## src/rtl/stitch_pipeline_pkg.sv

```systemverilog
// Shared defaults and width helpers for the elastic stitched stage pipeline.
package stitch_pipeline_pkg;

    localparam int          DEF_NUM_STAGES = 2;
    localparam int          DEF_DATA_WIDTH = 32;
    localparam int unsigned DEF_STAGE_INC  = 0;

    // Occupancy must be able to represent 0..n inclusive.
    function automatic int occ_w(input int n);
        return $clog2(n + 1);
    endfunction

endpackage

```

## src/rtl/stitch_pipeline_stage.sv

```systemverilog
// One register slice fed by its combinational stage function, with a
// valid/ready handshake on both sides and bubble-collapsing ready.
module stitch_pipeline_stage
    import stitch_pipeline_pkg::*;
#(
    parameter int          DATA_WIDTH = DEF_DATA_WIDTH,
    parameter int unsigned STAGE_INC  = DEF_STAGE_INC
) (
    input  logic                  clk,
    input  logic                  rst,
    input  logic                  flush,
    input  logic                  up_valid,
    output logic                  up_ready,
    input  logic [DATA_WIDTH-1:0] up_data,
    output logic                  dn_valid,
    input  logic                  dn_ready,
    output logic [DATA_WIDTH-1:0] dn_data
);

    localparam logic [DATA_WIDTH-1:0] INC = DATA_WIDTH'(STAGE_INC);

    logic                  valid_q;
    logic [DATA_WIDTH-1:0] data_q;
    logic [DATA_WIDTH-1:0] stage_out;

    assign stage_out = up_data + INC;

    // An empty slice always accepts, so bubbles are squeezed out under stall.
    assign up_ready = !valid_q || dn_ready;
    assign dn_valid = valid_q;
    assign dn_data  = data_q;

    always_ff @(posedge clk) begin
        if (rst) begin
            valid_q <= 1'b0;
            data_q  <= '0;
        end else if (flush) begin
            valid_q <= 1'b0;
        end else if (up_ready) begin
            valid_q <= up_valid;
            data_q  <= stage_out;
        end
    end

endmodule

```

## src/rtl/stitch_pipeline_elastic.sv

```systemverilog
// Flow-controlled stitched pipeline: NUM_STAGES elastic slices in a chain,
// with flush gating at both ends and a registered occupancy counter.
module stitch_pipeline_elastic
    import stitch_pipeline_pkg::*;
#(
    parameter int          NUM_STAGES = DEF_NUM_STAGES,
    parameter int          DATA_WIDTH = DEF_DATA_WIDTH,
    parameter int unsigned STAGE_INC  = DEF_STAGE_INC
) (
    input  logic                             clk,
    input  logic                             rst,
    input  logic                             flush,
    input  logic                             in_valid,
    output logic                             in_ready,
    input  logic [DATA_WIDTH-1:0]            in_data,
    output logic                             out_valid,
    input  logic                             out_ready,
    output logic [DATA_WIDTH-1:0]            out_data,
    output logic [occ_w(NUM_STAGES)-1:0]     occupancy
);

    localparam int OCC_W = occ_w(NUM_STAGES);

    // Index k is the upstream side of slice k; index NUM_STAGES is the output.
    logic [NUM_STAGES:0]                 vld_pipe;
    logic [NUM_STAGES:0]                 rdy_pipe;
    logic [NUM_STAGES:0][DATA_WIDTH-1:0] dat_pipe;
    logic                                in_fire;
    logic                                out_fire;

    assign vld_pipe[0]          = in_valid;
    assign dat_pipe[0]          = in_data;
    assign rdy_pipe[NUM_STAGES] = out_ready;

    generate
        for (genvar k = 0; k < NUM_STAGES; k++) begin : g_stage
            stitch_pipeline_stage #(
                .DATA_WIDTH (DATA_WIDTH),
                .STAGE_INC  (STAGE_INC)
            ) u_stage (
                .clk      (clk),
                .rst      (rst),
                .flush    (flush),
                .up_valid (vld_pipe[k]),
                .up_ready (rdy_pipe[k]),
                .up_data  (dat_pipe[k]),
                .dn_valid (vld_pipe[k+1]),
                .dn_ready (rdy_pipe[k+1]),
                .dn_data  (dat_pipe[k+1])
            );
        end
    endgenerate

    assign in_ready  = rdy_pipe[0] && !flush;
    assign out_valid = vld_pipe[NUM_STAGES] && !flush;
    assign out_data  = dat_pipe[NUM_STAGES];

    assign in_fire  = in_valid && in_ready;
    assign out_fire = out_valid && out_ready;

    always_ff @(posedge clk) begin
        if (rst || flush) begin
            occupancy <= '0;
        end else if (in_fire && !out_fire) begin
            occupancy <= occupancy + OCC_W'(1);
        end else if (out_fire && !in_fire) begin
            occupancy <= occupancy - OCC_W'(1);
        end
    end

endmodule
```

## config.mk

```make
export PLATFORM = sky130hd
export DESIGN_NAME = stitch_pipeline_elastic
export DESIGN_NICKNAME = d
export VERILOG_FILES = /design/src/rtl/stitch_pipeline_pkg.sv /design/src/rtl/stitch_pipeline_stage.sv /design/src/rtl/stitch_pipeline_elastic.sv
export SDC_FILE = /design/constraint.sdc
export NUM_CORES = 1
export LEC_CHECK = 0
export ABC_CLOCK_PERIOD_IN_PS = 2800
export CORE_UTILIZATION = 30
export DETAILED_ROUTE_END_ITERATION = 10
export MAX_ROUTING_LAYER = met4
export PLACE_DENSITY = 0.62
export SLEW_MARGIN = 10
export SYNTH_ARGS = -nofsm -noshare
export SYNTH_HDL_FRONTEND = slang
export SYNTH_SLANG_ARGS = --single-unit
```

## constraint.sdc

```tcl
create_clock -name clk -period 2.8 [get_ports clk]
set_clock_uncertainty 0.15 [all_clocks]
set_input_delay 0.56 -clock clk [delete_from_list [all_inputs] [get_ports clk]]
set_output_delay 0.56 -clock clk [all_outputs]
set_load 0.1 [all_outputs]
```

==> flow_summary.json, run 1 <==
{
  "core_area_um2": 9860,
  "start_util": 0.314,
  "finalCritPeriodShare": 0.922,
  "final_cell_mix": "68 x dfxtp_1, 64 x nand2b_1, 42 x buf_4, 35 x clkdlybuf4s50_1",
  "crit_path_cell_trace": "clkdlybuf4s50_1, nor2b_2, a21oi_4, buf_4, buf_12",
  "post-route-min-period_ps": 2580,
  "final_nets": 408,
  "cts_sinks": 68,
  "r2r_start": "g_stage[1].u_stage.dn_valid$_SDFFE_PP0P_",
  "met2WireLength_um": 2990,
  "first_global_vias": 2332,
  "endpoint_kind": "primary output",
  "synth_compound_area_frac": 0.117,
  "route.met3.wl_um": 308,
  "yosysTopAreaCell": "dfxtp_1",
  "yosysSeqAreaShare": 0.440,
  "syn2layout_area_growth_pct": 23.3,
  "cp_max_fo": 16,
  "crit_required_ps": 2090,
  "track_usage": 0.134,
  "dp.cells": 492,
  "rsz0062_at_grt": "no",
  "crit_type": "input pin to primary output",
  "grt_remaining_overflow": 0,
  "cts_buffers": 9,
  "cap_violations": 0,
  "cts.clk_slew.worst_paths_ps": 70,
  "slowest_delay_ps": 530,
  "reg2regPathDepth": 6,
  "hold_violations": 0,
  "reg2reg_setup_slack_ps": 940,
  "synth-xor-area-share": 0.00566,
  "io_buffers": 72,
  "fin_cells": 507,
  "status": "complete, no violations",
  "powerDensity_nw_per_um2": 605,
  "relSlewSlack": 0.744,
  "antenna_found_initial": 0,
  "vias_per_cell": 4.54,
  "p_leak_nw": 1.50,
  "maxSlewViolCount": 0,
  "io_pins": 73,
  "synth.top_cell.area_share": 0.440,
  "drc": 0,
  "via_count": 2301,
  "fmax_mhz": 387,
  "dp_hpwl_um": 4210,
  "hold_path.class": "flop to flop",
  "fill_cells": 1018,
  "synthFlopType": "dfxtp_1",
  "post_cts_buffers": 0,
  "synth.net_count": 376,
  "grt_pass1_wl_um": 11200,
  "synth_fa_ha_area_frac": 0.00404,
  "cts_resized": 0,
  "drt-total-wl_um": 6640,
  "cts_tree": "done",
  "cp-start-kind": "input pin",
  "cp.arrival_ps": 1870,
  "num_rows": 36,
  "htree_levels": 3,
  "synth_cell_type_count": 25,
  "mostFrequentLayoutCell": "dfxtp_1",
  "vdd_drop_max_mv": 0.241,
  "max_slew.worst_pin.slew_ps": 383,
  "synth-async-reset-ratio": 0,
  "cts_hold_buf": 0,
  "synthTopCellsByArea": "dfxtp_1 44%, nand2b_1 13%, mux2i_1 10%",
  "insertion_delay_ps": 340,
  "ant_nets": 0,
  "min_from": "g_stage[0].u_stage.dn_data[5]$_SDFFE_PP0P_",
  "ys_ff_latch": 68,
  "synth_top_family_by_area": "simple AND/OR/NAND/NOR gates",
  "met1_length_um": 3210,
  "synth_edf_count": 0,
  "yosys_warnings": 0,
  "die-area_um2": 10700,
  "layout-drive-gt1-share": 0.171,
  "clockBufferDepth": 2,
  "hold_end": "g_stage[1].u_stage.dn_data[5]$_SDFFE_PP0P_",
  "yosys.area_share.simple": 0.197,
  "synthMuxAreaShare": 0.104,
  "synth_area_um2": 3090,
  "setup-tns-final_ps": 0,
  "firstDrtPassIters": 4,
  "holdPathStages": 2,
  "finalSetupViolations": 0,
  "diodes": 0,
  "syn_area_per_cell_um2": 9.15,
  "die_h_um": 104,
  "synthCells": 338,
  "slowest_stage": "clkdlybuf4s50_1",
  "gp_congestion": 0.747,
  "grt_max_degree": 100,
  "highest_layer": "met4",
  "cts_root_buf": "clkbuf_8",
  "die-width_um": 104,
  "r2r_end": "occupancy[1]$_SDFFE_PP0P_",
  "wl_per_cell_um": 13.1,
  "drt_iter0_markers": 77
}
## where the power goes
| part | internal [mW] | switching [mW] |
|---|---|---|
| sequential | 1.01 | 0.0233 |
| combinational | 0.133 | 0.227 |
| clock | 0.544 | 0.367 |
## kinds of logic (layout without fill, tap and decap cells)
| logic type | after synthesis | count (layout) |
|---|---|---|
| DFF | 68 | 68 |
| adders and majority gates | 1 | 1 |
| buffers and inverters | 61 | 97 |
| xor gates and xnor gates | 2 | 2 |
| and+or+nand+nor | 105 | 105 |
| muxes | 32 | 32 |
| AOI/OAI and AO/OA | 69 | 69 |
## flip-flops by register name, indices dropped and copies added, names as in the netlist
| register | count |
|---|---|
| g_stage.u_stage.dn_data | 64 |
| g_stage.u_stage.dn_valid | 2 |
| occupancy | 2 |
## area by class of cell
class / instances / area [um2] / area share
Sequential cell: 68 / 1360 / 0.357
Multi-Input combinational cell: 209 / 1330 / 0.348
Timing Repair Buffer: 81 / 731 / 0.192
Clock inverter: 4 / 72.6 / 0.0190
Clock buffer: 11 / 151 / 0.0397
Inverter: 1 / 3.75 / 0.000984
Tap cell: 133 / 166 / 0.0436
## worst max-delay path by stage
stage                    from                         to
global placement    out_ready                   in_ready
CTS                 out_ready                   in_ready
floorplan               flush  occupancy[1]$_SDFFE_PP0P_
detailed placement  out_ready                   in_ready
finish              out_ready                   in_ready
global route        out_ready                   in_ready
## through the flow
| stage | hold slack (ps) | utilization | worst slack (ps) | power (mW) | cell area [um2] |
|---|---|---|---|---|---|
| after floorplan | 294 | - | 66.2 | 1.33 | 3100 |
| after global placement | 301 | 0.364 | 219 | 1.42 | 3590 |
| after detailed placement | 308 | 0.364 | 226 | 1.42 | 3590 |
| after CTS | 311 | 0.387 | 217 | 2.34 | 3810 |
| after global routing | 336 | 0.387 | 180 | 2.40 | 3810 |
| final | 315 | 0.387 | 217 | 2.31 | 3810 |
## cells in the mapped netlist, drive strengths merged (2+ instances only)
| cell type | count |
|---|---|
| clkbuf | 18 |
| o21ai | 33 |
| xor2 | 2 |
| a21oi | 34 |
| nand3 | 32 |
| mux2i | 32 |
| dfxtp | 68 |
| nor3 | 2 |
| nand2b | 64 |
| nor2b | 2 |
| buf | 42 |
## layer usage
| layer | GRT usage | vias to the layer above |
|---|---|---|
| li1 | - | 1161 |
| met1 | 0.163 | 1060 |
| met2 | 0.208 | 66 |
| met3 | 0.0283 | 14 |
| met4 | 0.0756 | 0 |
| met5 | - | - |
## critical path: cells and delay by family
| family | cells | cell delay, ps |
|---|---|---|
| buffers and inverters | 3 | 1070 |
| AOI/OAI and AO/OA | 1 | 160 |
| and+or+nand+nor | 1 | 80 |
(Power assumes the default switching activity.)
==> run 2, diff against run 1 <==
--- a/config.mk
+++ b/config.mk
@@ -8,6 +8,6 @@
 export ABC_CLOCK_PERIOD_IN_PS = 2800
-export CORE_UTILIZATION = 30
+export CORE_UTILIZATION = 50
 export DETAILED_ROUTE_END_ITERATION = 10
 export MAX_ROUTING_LAYER = met4
-export PLACE_DENSITY = 0.62
+export PLACE_DENSITY = 0.89
 export SLEW_MARGIN = 10
--- a/constraint.sdc
+++ b/constraint.sdc
@@ -4,2 +4,2 @@
 set_output_delay 0.56 -clock clk [all_outputs]
-set_load 0.1 [all_outputs]
+set_load 0.02 [all_outputs]
==> run 2 against run 1 <==
Net effect: wire length fell by 6.5%; first-iteration DRC count did not move; largest cell class unchanged; sequential power barely moved; critical endpoint unchanged; die area fell by 39%; setup slack got worse by 75 ps; utilization rose by 24 points; power fell by 14%.
==> flow_summary.json, run 2 (synthesis results as in run 1) <==
{
  "cap_violations": 0,
  "grt_use_met1": 0.230,
  "fmax_mhz": 376,
  "setup_slack_ps": 142,
  "mostFrequentLayoutCell": "clkdlybuf4s50_1",
  "cts.clk_slew.worst_paths_ps": 70,
  "powerDensity_nw_per_um2": 534,
  "cts_tree": "done",
  "slowest_delay_ps": 640,
  "vdd_drop_max_mv": 0.351,
  "vias_per_cell": 5.15,
  "largest_reg_flops": 64,
  "slowest_stage": "clkdlybuf4s50_1",
  "crit_required_ps": 2090,
  "first_global_vias": 2321,
  "power_mw": 1.99,
  "max_slew.worst_pin.slew_ps": 612,
  "finalSetupViolations": 0,
  "cts_sinks": 68,
  "grt_max_degree": 58,
  "status": "complete, no violations",
  "syn2layout_area_growth_pct": 20.7,
  "cts_resized": 0,
  "place_area_um2": 3560,
  "final_cell_mix": "71 x clkdlybuf4s50_1, 68 x dfxtp_1, 64 x nand2b_1, 33 x o21ai_0, 33 x a21oi_1",
  "gp_congestion": 0.773,
  "p_leak_nw": 1.39,
  "track_usage": 0.217,
  "rsz0062_at_grt": "no",
  "clockBufferDepth": 2,
  "hold_violations": 0,
  "layout-drive-gt1-share": 0.0618,
  "drt-total-wl_um": 6210,
  "cts_buffers": 9,
  "setup-tns-final_ps": 0,
  "fill_cells": 518,
  "ant_nets": 0,
  "hold_path.class": "flop to flop",
  "wl_per_cell_um": 13.9,
  "post_cts_buffers": 0,
  "cpMostUsedCell": "clkdlybuf4s50_1",
  "die_h_um": 80.7,
  "met2_usage": 0.380,
  "dp.cells": 432,
  "hold_slack_ps": 315,
  "crit_type": "input pin to primary output",
  "die-width_um": 80.7,
  "drt_iter0_markers": 77,
  "io_buffers": 72,
  "drc": 0,
  "via_count": 2304,
  "finalCritPeriodShare": 0.949,
  "insertion_delay_ps": 330,
  "cp_max_fo": 3,
  "grt_pass1_wl_um": 10300,
  "fin_area_um2": 3730,
  "htree_levels": 3,
  "antenna_found_initial": 0,
  "place_ws_ps": 131,
  "cts_root_buf": "clkbuf_8",
  "cp.arrival_ps": 1950,
  "diodes": 0,
  "grt_remaining_overflow": 0,
  "utilization": 0.627,
  "post-route-min-period_ps": 2660,
  "core_area_um2": 5960,
  "grt.busiest_layer": "met2",
  "die-area_um2": 6510,
  "firstDrtPassIters": 4,
  "start_util": 0.520,
  "relSlewSlack": 0.592,
  "dp_hpwl_um": 3870,
  "fin_cells": 447,
  "num_rows": 28,
  "endpoint_kind": "primary output",
  "grtUsageMet3": 0.0432,
  "crit_path_cell_trace": "clkdlybuf4s50_1, nor2b_2, a21oi_4, clkdlybuf4s50_1",
  "cts_hold_buf": 0,
  "cp-start-kind": "input pin",
  "io_pins": 73,
  "maxSlewViolCount": 0,
  "final_nets": 406
}
[run 2: changes by cell type in the layout (fill, tap and decap cells not counted), sizes merged]
cell and change:
bufinv -2, clkdlybuf4s50 +36, clkinvlp -1, buf -38, clkinv +1, clkbuf +2
[run 2: metal layers]
metal,wire [um],vias to the layer above,share of wire
li1,-,1160,-
met2,3070,55,0.49
met4,106,0,0.017
met3,220,9,0.035
met1,2810,1080,0.45
met5,0,-,0
[run 2: area by class of cell]
type / count / area, um2 / area share
clock buffer: 13 / 159 / 0.0426
clock inverter: 2 / 10.0 / 0.00268
inverter: 1 / 3.75 / 0.00101
multi-input combinational: 209 / 1330 / 0.355
sequential: 68 / 1360 / 0.365
tap: 75 / 93.8 / 0.0251
timing repair buffer: 79 / 781 / 0.209
[run 2: final timing paths]
kind / startpoint / endpoint / slack (ps) / cells after the start
worst min-delay path: g_stage[0].u_stage.dn_data[6]$_SDFFE_PP0P_ / g_stage[1].u_stage.dn_data[6]$_SDFFE_PP0P_ / 320 / 2
worst max register to register: g_stage[1].u_stage.dn_valid$_SDFFE_PP0P_ / occupancy[1]$_SDFFE_PP0P_ / 870 / 6
worst max-delay path: out_ready / in_ready / 140 / 4
worst min register to register: g_stage[0].u_stage.dn_data[6]$_SDFFE_PP0P_ / g_stage[1].u_stage.dn_data[6]$_SDFFE_PP0P_ / 320 / 2
[run 2: power by group]
group	switching [mW]	total (mW)	internal, mW
logic	0.116	0.251	0.135
clock network	0.341	0.704	0.363
registers	0.0245	1.04	1.01
[run 2: critical path, delay by kind of cell]
family | cells | cell delay, ps
simple gates | 1 | 80
compound gates | 1 | 160
buf+inv | 2 | 1150
==> run 3, diff against run 2 <==
- SLEW_MARGIN: 10 -> 30
==> results of run 3 <==
No change in the layout: final DEF, timing and power equal those of run 2.
==> patch, RTL diff (flow settings as in run 3) <==
Reset style: asynchronous (`rst`), changed in one clocked block.
--- a/src/rtl/stitch_pipeline_stage.sv
+++ b/src/rtl/stitch_pipeline_stage.sv
@@ -32,3 +32,3 @@
 
-    always_ff @(posedge clk) begin
+    always_ff @(posedge clk or posedge rst) begin
         if (rst) begin
Behaviour: differs if rst is asserted again (counterexample within 4 cycles, from zero or initial values and one cycle with rst high); with rst held inactive, the same outputs for 10 cycles.
==> patch against run 3 <==
Global-route usage down 3.9 points. Critical path type unchanged. Via count is 34% lower. Critical path depth is the same. Final area fell by 2.8%. Sequential cell count did not move. Area after synthesis down 8.2%. Setup slack lost 0.038 ns. Wire length is 27% lower. Count of clock-buffer cells in the layout decreased by 2. Synthesized cell count shrank 44%. Worst hold slack improved by 0.020 ns. Largest cell class unchanged.
Power is not compared: it rests on default switching activity, and its combinational part moved more than twofold at a synthesized area within 25%.
==> patch: results (changes against run 3) <==
- Status: finished, final reports clean
- Clk root buf: clkbuf_8
- Layout cell share with drive strength beyond 1: 0.2500 (+0.1882)
- Avg Vias per Cell: 4.832 (-6.2%)
- IO Port Bufs: 72 (unchanged)
- Worst Path Max Fanout: 4 (+1)
- Hold depth: 1 (-1)
- Vias in the first global route: 1596 (-31%)
- Hold WC Path Type: reg -> reg
- DP Area: 3412 µm² (-4.3%)
- RR Startpoint: g_stage[1].u_stage.dn_valid
- Top cells by area, synth: dfrtp_1 (58%), mux2_2 (14%), mux2_1 (11%), buf_4 (9.3%), dfxtp_1 (1.4%)
- Reg-to-reg slack, setup: 0.82 ns (-0.05 ns)
- Psw: 0.6340 mW
- Synth top cells by count: dfrtp_1 (66), mux2_2 (36), buf_4 (35)
- Placed wire-length estimate: 3201 µm (-17%)
- All-Layer GR Usage: 0.1779 (-0.03921)
- Final nets: 277 (-32%)
- Hold path startpoint: g_stage[0].u_stage.dn_data[0]
- 1st-iter DRT viols: 32 (-58%)
- Met1 Track Usage GR: 0.2173 (-0.01310)
- Largest net degree at the start of global routing: 37 (-36%)
- Post-CTS Resized: 0 (unchanged)
- Clock group share of total power: 0.337
- Post-synth ARST share: 0.9706 (+0.9706)
- Worst hold margin: 0.3349 ns (+0.01984 ns)
- Pre-CTS worst setup slack: 0.1032 ns (-0.02772 ns)
- Worst path arrival time: 1.99 ns (+0.04 ns)
- Routed len/inst: 14.30 µm (+3.0%)
- Post-synthesis sequential area ratio: 0.5956 (+0.1556)
- CTS buffer count: 9 (unchanged)
- M1 WL: 2022 µm (-28%)
- Met3 usage in global routing: 0.06235 (+0.01917)
- Cell count after placement: 300 (-31%)
- Metal3 WL: 261 µm (+19%)
- Synth Area per Inst: 15.03 µm² (+64%)
- DR pass1 iterations: 2 (-2)
- Max reg flops: 64 (unchanged)
- Met2 usage in global routing: 0.2779 (-0.1018)
- Mapped Nets: 227 (-40%)
- Post-synth cell types: 22 (-12%)
- First-pass GRT wire length: 7755 µm (-24%)
- Max_slew headroom: 0.5604 (-0.03161)
- Routed length on met2: 2171 µm (-29%)
- Sink of the worst hold path: g_stage[0].u_stage.dn_data[0]
- DRT Wirelength: 4520 µm (-27%)
- Routability-driven placement congestion ratio: 0.7117 (-8.0%)
==> patch: changes by cell type after synthesis, moves of 3 or more <==
| cell | run 3 | this run |
|---|---|---|
| dfrtp_1 | 0 | 66 |
| dfxtp_1 | 68 | 2 |
| nand2b_1 | 64 | 0 |
| mux2_2 | 0 | 36 |
| a21oi_1 | 33 | 1 |
| mux2i_1 | 32 | 0 |
| nand3_1 | 32 | 0 |
| o21ai_0 | 33 | 1 |
| mux2_1 | 0 | 28 |
| clkbuf_1 | 18 | 0 |
| buf_2 | 4 | 0 |
| buf_12 | 3 | 0 |
| buf_4 | 32 | 35 |
==> patch: cell families after synthesis <==
| kind of cell | count (synthesis) | share of synthesized area |
|---|---|---|
| adders and majority gates | 1 | 0.004405 |
| DFF | 68 | 0.5956 |
| muxes | 64 | 0.2537 |
| and+or+nand+nor | 10 | 0.02071 |
| AOI/OAI and AO/OA | 4 | 0.01189 |
| xor gates and xnor gates | 2 | 0.006169 |
| buffers and inverters | 40 | 0.1075 |
==> patch: critical path, stage by stage <==
cell             delay, ns
clkdlybuf4s50_1       0.52
nor2b_4               0.08
a21oi_4               0.17
clkdlybuf4s50_1       0.65
==> patch: area by class of cell <==
type                            count  area (µm²)
Fill cell                         395        1878
Sequential cell                    68        1692
Multi-Input combinational cell     81       848.3
Timing Repair Buffer               78       778.2
Clock buffer                       11       141.4
Tap cell                           72       90.09
Clock inverter                      5       75.07
Inverter                            1       3.754
==> patch: worst max-delay path by stage <==
| stage | to | slack (ns) | cells after the start |
|---|---|---|---|
| after floorplan | g_stage[0].u_stage.dn_data[0] | 0.44 | 1 |
| after global placement | in_ready | 0.12 | 4 |
| after detailed placement | in_ready | 0.10 | 4 |
| after CTS | in_ready | 0.10 | 4 |
| after global routing | in_ready | 0.07 | 4 |
| final | in_ready | 0.10 | 4 |
